--- config.mk ---
export PLATFORM = sky130hd
export DESIGN_NAME = mul_seq_ctrl
export DESIGN_NICKNAME = d
export VERILOG_FILES = /design/src/rtl/mul_seq_ctrl.sv
export SDC_FILE = /design/constraint.sdc
export NUM_CORES = 1
export LEC_CHECK = 0
export CORE_MARGIN = 3
export CORE_UTILIZATION = 48
export DETAILED_ROUTE_END_ITERATION = 12
export HOLD_SLACK_MARGIN = 0.03
export PLACE_DENSITY = 0.87
export REMOVE_ABC_BUFFERS = 1
export SLEW_MARGIN = 20
export SYNTH_ARGS = -nofsm -noshare
export SYNTH_HDL_FRONTEND = slang
export SYNTH_SLANG_ARGS = --single-unit
--- constraint.sdc ---
create_clock -name Clk -period 2.2 [get_ports Clk]
set_clock_uncertainty 0.05 [all_clocks]
set_input_delay 0.22 -clock Clk [delete_from_list [all_inputs] [get_ports Clk]]
set_output_delay 0.22 -clock Clk [all_outputs]
set_load 0.05 [all_outputs]
--- src/rtl/mul_seq_ctrl.sv ---
// mul_seq_ctrl: sequencing front-end for the 4x4 shift-add multiplier.
// Accepts operand pairs on a valid/ready handshake, fires a one-cycle start
// pulse, holds operands until the multiplier reports done, and queues each
// 8-bit product in a small result FIFO drained through a valid/ready port.
// A watchdog flags a multiplier that never reports done (sticky err).
// Optional feature macro: MUL_SIGNED_EN -- when defined, in_signed selects
// two's-complement operation via sign-magnitude conversion around the
// unsigned core; when undefined, in_signed is ignored and all ops are unsigned.
module mul_seq_ctrl #(
  parameter int DEPTH   = 2,
  parameter int TIMEOUT = 63
) (
  input  logic       Clk,
  input  logic       reset,
  input  logic       in_valid,
  output logic       in_ready,
  input  logic [3:0] in_a,
  input  logic [3:0] in_b,
  input  logic       in_signed,
  output logic       out_valid,
  input  logic       out_ready,
  output logic [7:0] out_prod,
  output logic       busy,
  output logic       err,
  output logic       mul_st,
  output logic [3:0] mul_a,
  output logic [3:0] mul_b,
  input  logic       mul_idle,
  input  logic       mul_done,
  input  logic [7:0] mul_prod
);

  localparam int PTR_W = (DEPTH > 1) ? $clog2(DEPTH) : 1;
  localparam int CNT_W = $clog2(DEPTH + 1);
  localparam int TMO_W = (TIMEOUT > 1) ? $clog2(TIMEOUT + 1) : 1;

  typedef enum logic [1:0] {
    IDLE    = 2'd0,
    START   = 2'd1,
    WAIT    = 2'd2,
    RECOVER = 2'd3
  } state_t;

  state_t state, next_state;

  logic [3:0]       a_reg, b_reg;
  logic [3:0]       a_conv, b_conv;
  logic [TMO_W-1:0] tmo_cnt;
  logic [7:0]       fifo_mem [DEPTH];
  logic [PTR_W-1:0] wr_ptr, rd_ptr;
  logic [CNT_W-1:0] fifo_count;
  logic             err_reg;
  logic             accept, push, pop, timeout_hit;
  logic [7:0]       push_data;

  assign accept      = in_valid & in_ready;
  assign push        = (state == WAIT) & mul_done;
  assign pop         = out_valid & out_ready;
  assign timeout_hit = (state == WAIT) & ~mul_done &
                       (tmo_cnt == TMO_W'(TIMEOUT - 1));

`ifdef MUL_SIGNED_EN
  logic neg_conv, neg_reg;

  // Convert signed operands to magnitudes and remember the result sign
  always_comb begin
    a_conv   = in_a;
    b_conv   = in_b;
    neg_conv = 1'b0;
    if (in_signed) begin
      a_conv   = in_a[3] ? (~in_a + 4'd1) : in_a;
      b_conv   = in_b[3] ? (~in_b + 4'd1) : in_b;
      neg_conv = in_a[3] ^ in_b[3];
    end
  end

  // Latch the result sign alongside the operands on accept
  always_ff @(posedge Clk) begin
    if (reset) begin
      neg_reg <= 1'b0;
    end else if (accept) begin
      neg_reg <= neg_conv;
    end
  end

  assign push_data = neg_reg ? (~mul_prod + 8'd1) : mul_prod;
`else
  logic unused_in_signed;

  assign unused_in_signed = in_signed;
  assign a_conv           = in_a;
  assign b_conv           = in_b;
  assign push_data        = mul_prod;
`endif

  // State register
  always_ff @(posedge Clk) begin
    if (reset) begin
      state <= IDLE;
    end else begin
      state <= next_state;
    end
  end

  // Next-state logic; RECOVER waits out a multi-cycle done before re-arming
  always_comb begin
    next_state = state;
    case (state)
      IDLE:    if (accept) next_state = START;
      START:   next_state = WAIT;
      WAIT:    if (mul_done || timeout_hit) next_state = RECOVER;
      RECOVER: if (mul_idle && !mul_done) next_state = IDLE;
      default: next_state = IDLE;
    endcase
  end

  // Handshake, start pulse and status outputs decoded from the state
  always_comb begin
    in_ready = (state == IDLE) & mul_idle &
               (fifo_count < CNT_W'(DEPTH)) & ~err_reg;
    mul_st   = (state == START);
    busy     = (state != IDLE);
  end

  assign mul_a     = a_reg;
  assign mul_b     = b_reg;
  assign err       = err_reg;
  assign out_valid = (fifo_count != '0);
  assign out_prod  = fifo_mem[rd_ptr];

  // Operand holding registers, stable from accept until the next accept
  always_ff @(posedge Clk) begin
    if (reset) begin
      a_reg <= 4'd0;
      b_reg <= 4'd0;
    end else if (accept) begin
      a_reg <= a_conv;
      b_reg <= b_conv;
    end
  end

  // Watchdog counter: cleared on the start cycle, counts WAIT cycles without done
  always_ff @(posedge Clk) begin
    if (reset) begin
      tmo_cnt <= '0;
    end else if (state == START) begin
      tmo_cnt <= '0;
    end else if ((state == WAIT) && !mul_done && !timeout_hit) begin
      tmo_cnt <= tmo_cnt + TMO_W'(1);
    end
  end

  // Sticky error flag, only cleared by reset
  always_ff @(posedge Clk) begin
    if (reset) begin
      err_reg <= 1'b0;
    end else if (timeout_hit) begin
      err_reg <= 1'b1;
    end
  end

  // Result FIFO storage and pointers; accept gating keeps pushes off a full FIFO
  always_ff @(posedge Clk) begin
    if (reset) begin
      for (int i = 0; i < DEPTH; i++) begin
        fifo_mem[i] <= 8'd0;
      end
      wr_ptr <= '0;
      rd_ptr <= '0;
    end else begin
      if (push) begin
        fifo_mem[wr_ptr] <= push_data;
        wr_ptr           <= wr_ptr + PTR_W'(1);
      end
      if (pop) begin
        rd_ptr <= rd_ptr + PTR_W'(1);
      end
    end
  end

  // FIFO occupancy; simultaneous push and pop leaves it unchanged
  always_ff @(posedge Clk) begin
    if (reset) begin
      fifo_count <= '0;
    end else begin
      case ({push, pop})
        2'b10:   fifo_count <= fifo_count + CNT_W'(1);
        2'b01:   fifo_count <= fifo_count - CNT_W'(1);
        default: fifo_count <= fifo_count;
      endcase
    end
  end

endmodule

==> flow_summary.ini <==
[clocking]
postCtsHoldBufs = 0
cts_buffers = 5
cts-resized-gates = 8
cts_max_path_buffers = 2
post_cts_buffers = 0
cts.clk_slew.worst_paths_ps = 110
clock_latency_ps = 320
cts_tree = built
cts-root-buf = clkbuf_4
numClockSinks = 38
cts.htree.levels = 2

[final_layout]
final_cell_mix = clkdlybuf4s50_1, dfxtp_1, and2_1
top_regs = fifo_mem (16), tmo_cnt (6)
sequential_cell_area_um2 = 921
multiInputGateArea_um2 = 776
area_growth_pct = 30.6
final_nets = 229
stdcell_area_um2 = 2270
final_layout_size_suffix_gt1_share_pct = 13.5
final_common_cell = clkdlybuf4s50_1
fillers = 270
top_register = fifo_mem
antenna_cells_inserted = 0
largest_reg_flops = 16

[yosys]
synth_flop_cell = dfxtp_1
synthDistinctLibCells = 34
synth-seq-cells = 38
syn_area_um2 = 1740
synth-async-reset-ratio_pct = 0
synthesis.instances = 151
avgSynthCellArea_um2 = 11.5
synth_edf_count = 16
yosys_warnings = 0
ys_seq_area_share_pct = 52.9

[placed_design]
place_area_um2 = 2230
pre_cts_slack_ps = 292
place.gp.congestion = 0.774
portBuffers = 42
dp_hpwl_mm = 2.60

[sta]
drv_slew = 0
worstMarginPinSlew_ps = 647
relSlewSlack_pct = 56.5
period_share_pct = 92.0
layout_setup_ws_ps = 176
rsz0062_at_grt = no
fmax_mhz = 494
period_needed_ps = 2020
setup_tns_ps = 0
holdWs_ps = 445
hold_viol = 0
setup_viol = 0

[floorplanning]
boundaryPins = 44
die_h_um = 66.2
core_area_um2 = 3420
die-area_um2 = 4390
rows = 21
die_w_um = 66.2
initial_core_util_pct = 51.0

[drt]
routed_wl_mm = 3.36
drtAntennaViolNets = 0
drc = 0
drtIter0Drc = 29
wire_per_inst_um = 13.7
num_vias = 1239
viasPerCell = 5.04
first_pass_iters = 4

[critical_path]
critPathCapture = mul_st
rr_startpoint = state[0]
crit_fanout = 4
r2r_slack_ps = 360
cp-start-kind = flip-flop
worst-setup-path-type = reg -> out
end_kind = output pin
worstPathRequired_ps = 1930
crit_start = state[1]
reg2reg_depth = 7
critPathArrivalTime_ps = 1750
r2r_end = state[0]

[global_routing]
grt_max_degree = 18
grt_use_total_pct = 17.1
antenna_found_initial = 0
overflow = 0
grt_pass1_wl_mm = 5.64
grt_pass1_vias = 1304

[pwr]
power_density_nw_per_um2 = 933
p_leak_nw = 0.934
vdd_drop_max_mv = 0.964

[run]
cap_violations = 0

[min_path]
hp-class = in -> reg

[outcome]
status = finished clean
==> kinds of logic (layout without fill, tap and decap cells) <==
family / after synthesis / after routing / synth area share (%)
AO/OA/AOI/OAI: 13 / 13 / 6.47
XOR/XNOR: 6 / 6 / 3.02
adder cells (fa/ha/maj): 7 / 7 / 5.03
buffers and inverters: 10 / 59 / 2.59
flip-flops: 38 / 38 / 52.9
multiplexers: 19 / 19 / 11.5
AND/OR/NAND/NOR: 58 / 58 / 18.5
==> cells in the mapped netlist (all sizes together) (2+ instances only) <==
cell    count  area (µm²)
dfxtp      22         440
and2       18         113
nor2       17        63.8
edfxtp     16         480
mux2i      11         110
mux2        8        90.1
ha          7        87.6
inv         5        18.8
clkbuf      4        15.0
nand2       4        15.0
nand2b      4        25.0
or2         3        18.8
xnor2       3        26.3
xor2        3        26.3
a211oi      2        15.0
a21oi       2        10.0
and3        2        12.5
nand3       2        15.0
nand4       2        12.5
nor3        2        10.0
nor3b       2        25.0
o21bai      2        15.0
==> routing by layer <==
| layer | track usage [%] | vias to the layer above | routed length, µm |
|---|---|---|---|
| met5 | 0 | - | 0 |
| met4 | 6.09 | 0 | 21 |
| met3 | 5.44 | 2 | 177 |
| met2 | 32.3 | 28 | 1810 |
| met1 | 17.3 | 592 | 1360 |
| li1 | - | 617 | - |
==> power breakdown <==
group          total (mW)  internal, mW  switching, mW
Clock               0.335         0.119          0.216
Sequential          0.880         0.818         0.0621
Combinational       0.908         0.358          0.550
==> worst max-delay path, cell delays in order (launching register included) <==
cell and delay (ps):
dfxtp_1 350, inv_1 90, ha_1 180, clkdlybuf4s50_1 810
==> worst min-delay path by stage <==
stage | slack [ps] | start | cells past startpoint | endpoint
floorplan | 240 | reset | 1 | fifo_count[1]
global placement | 430 | mul_a[2] | 2 | mul_a[2]
detailed placement | 440 | mul_b[0] | 2 | mul_b[0]
CTS | 430 | in_b[0] | 3 | mul_b[0]
global route | 440 | in_b[0] | 3 | mul_b[0]
finish | 450 | in_b[0] | 3 | mul_b[0]
==> per-stage QoR <==
stage | power (mW) | utilization, % | cells
2_1_floorplan | 1.53 | - | 146
3_3_place_gp | 1.79 | 65.3 | 238
3_5_place_dp | 1.83 | 65.3 | 238
4_1_cts | 2.15 | 66.6 | 246
5_1_grt | 2.25 | 66.6 | 246
6_report | 2.12 | 66.6 | 246
==> area by class of cell <==
| cell class | count | area share (%) |
|---|---|---|
| Clock buffer | 5 | 1.65 |
| Inverter | 5 | 0.825 |
| Clock inverter | 3 | 0.715 |
| Tap cell | 46 | 2.53 |
| Multi-Input combinational cell | 103 | 34.1 |
| Timing Repair Buffer | 46 | 19.7 |
| Sequential cell | 38 | 40.5 |
(Power assumes the default switching activity.)
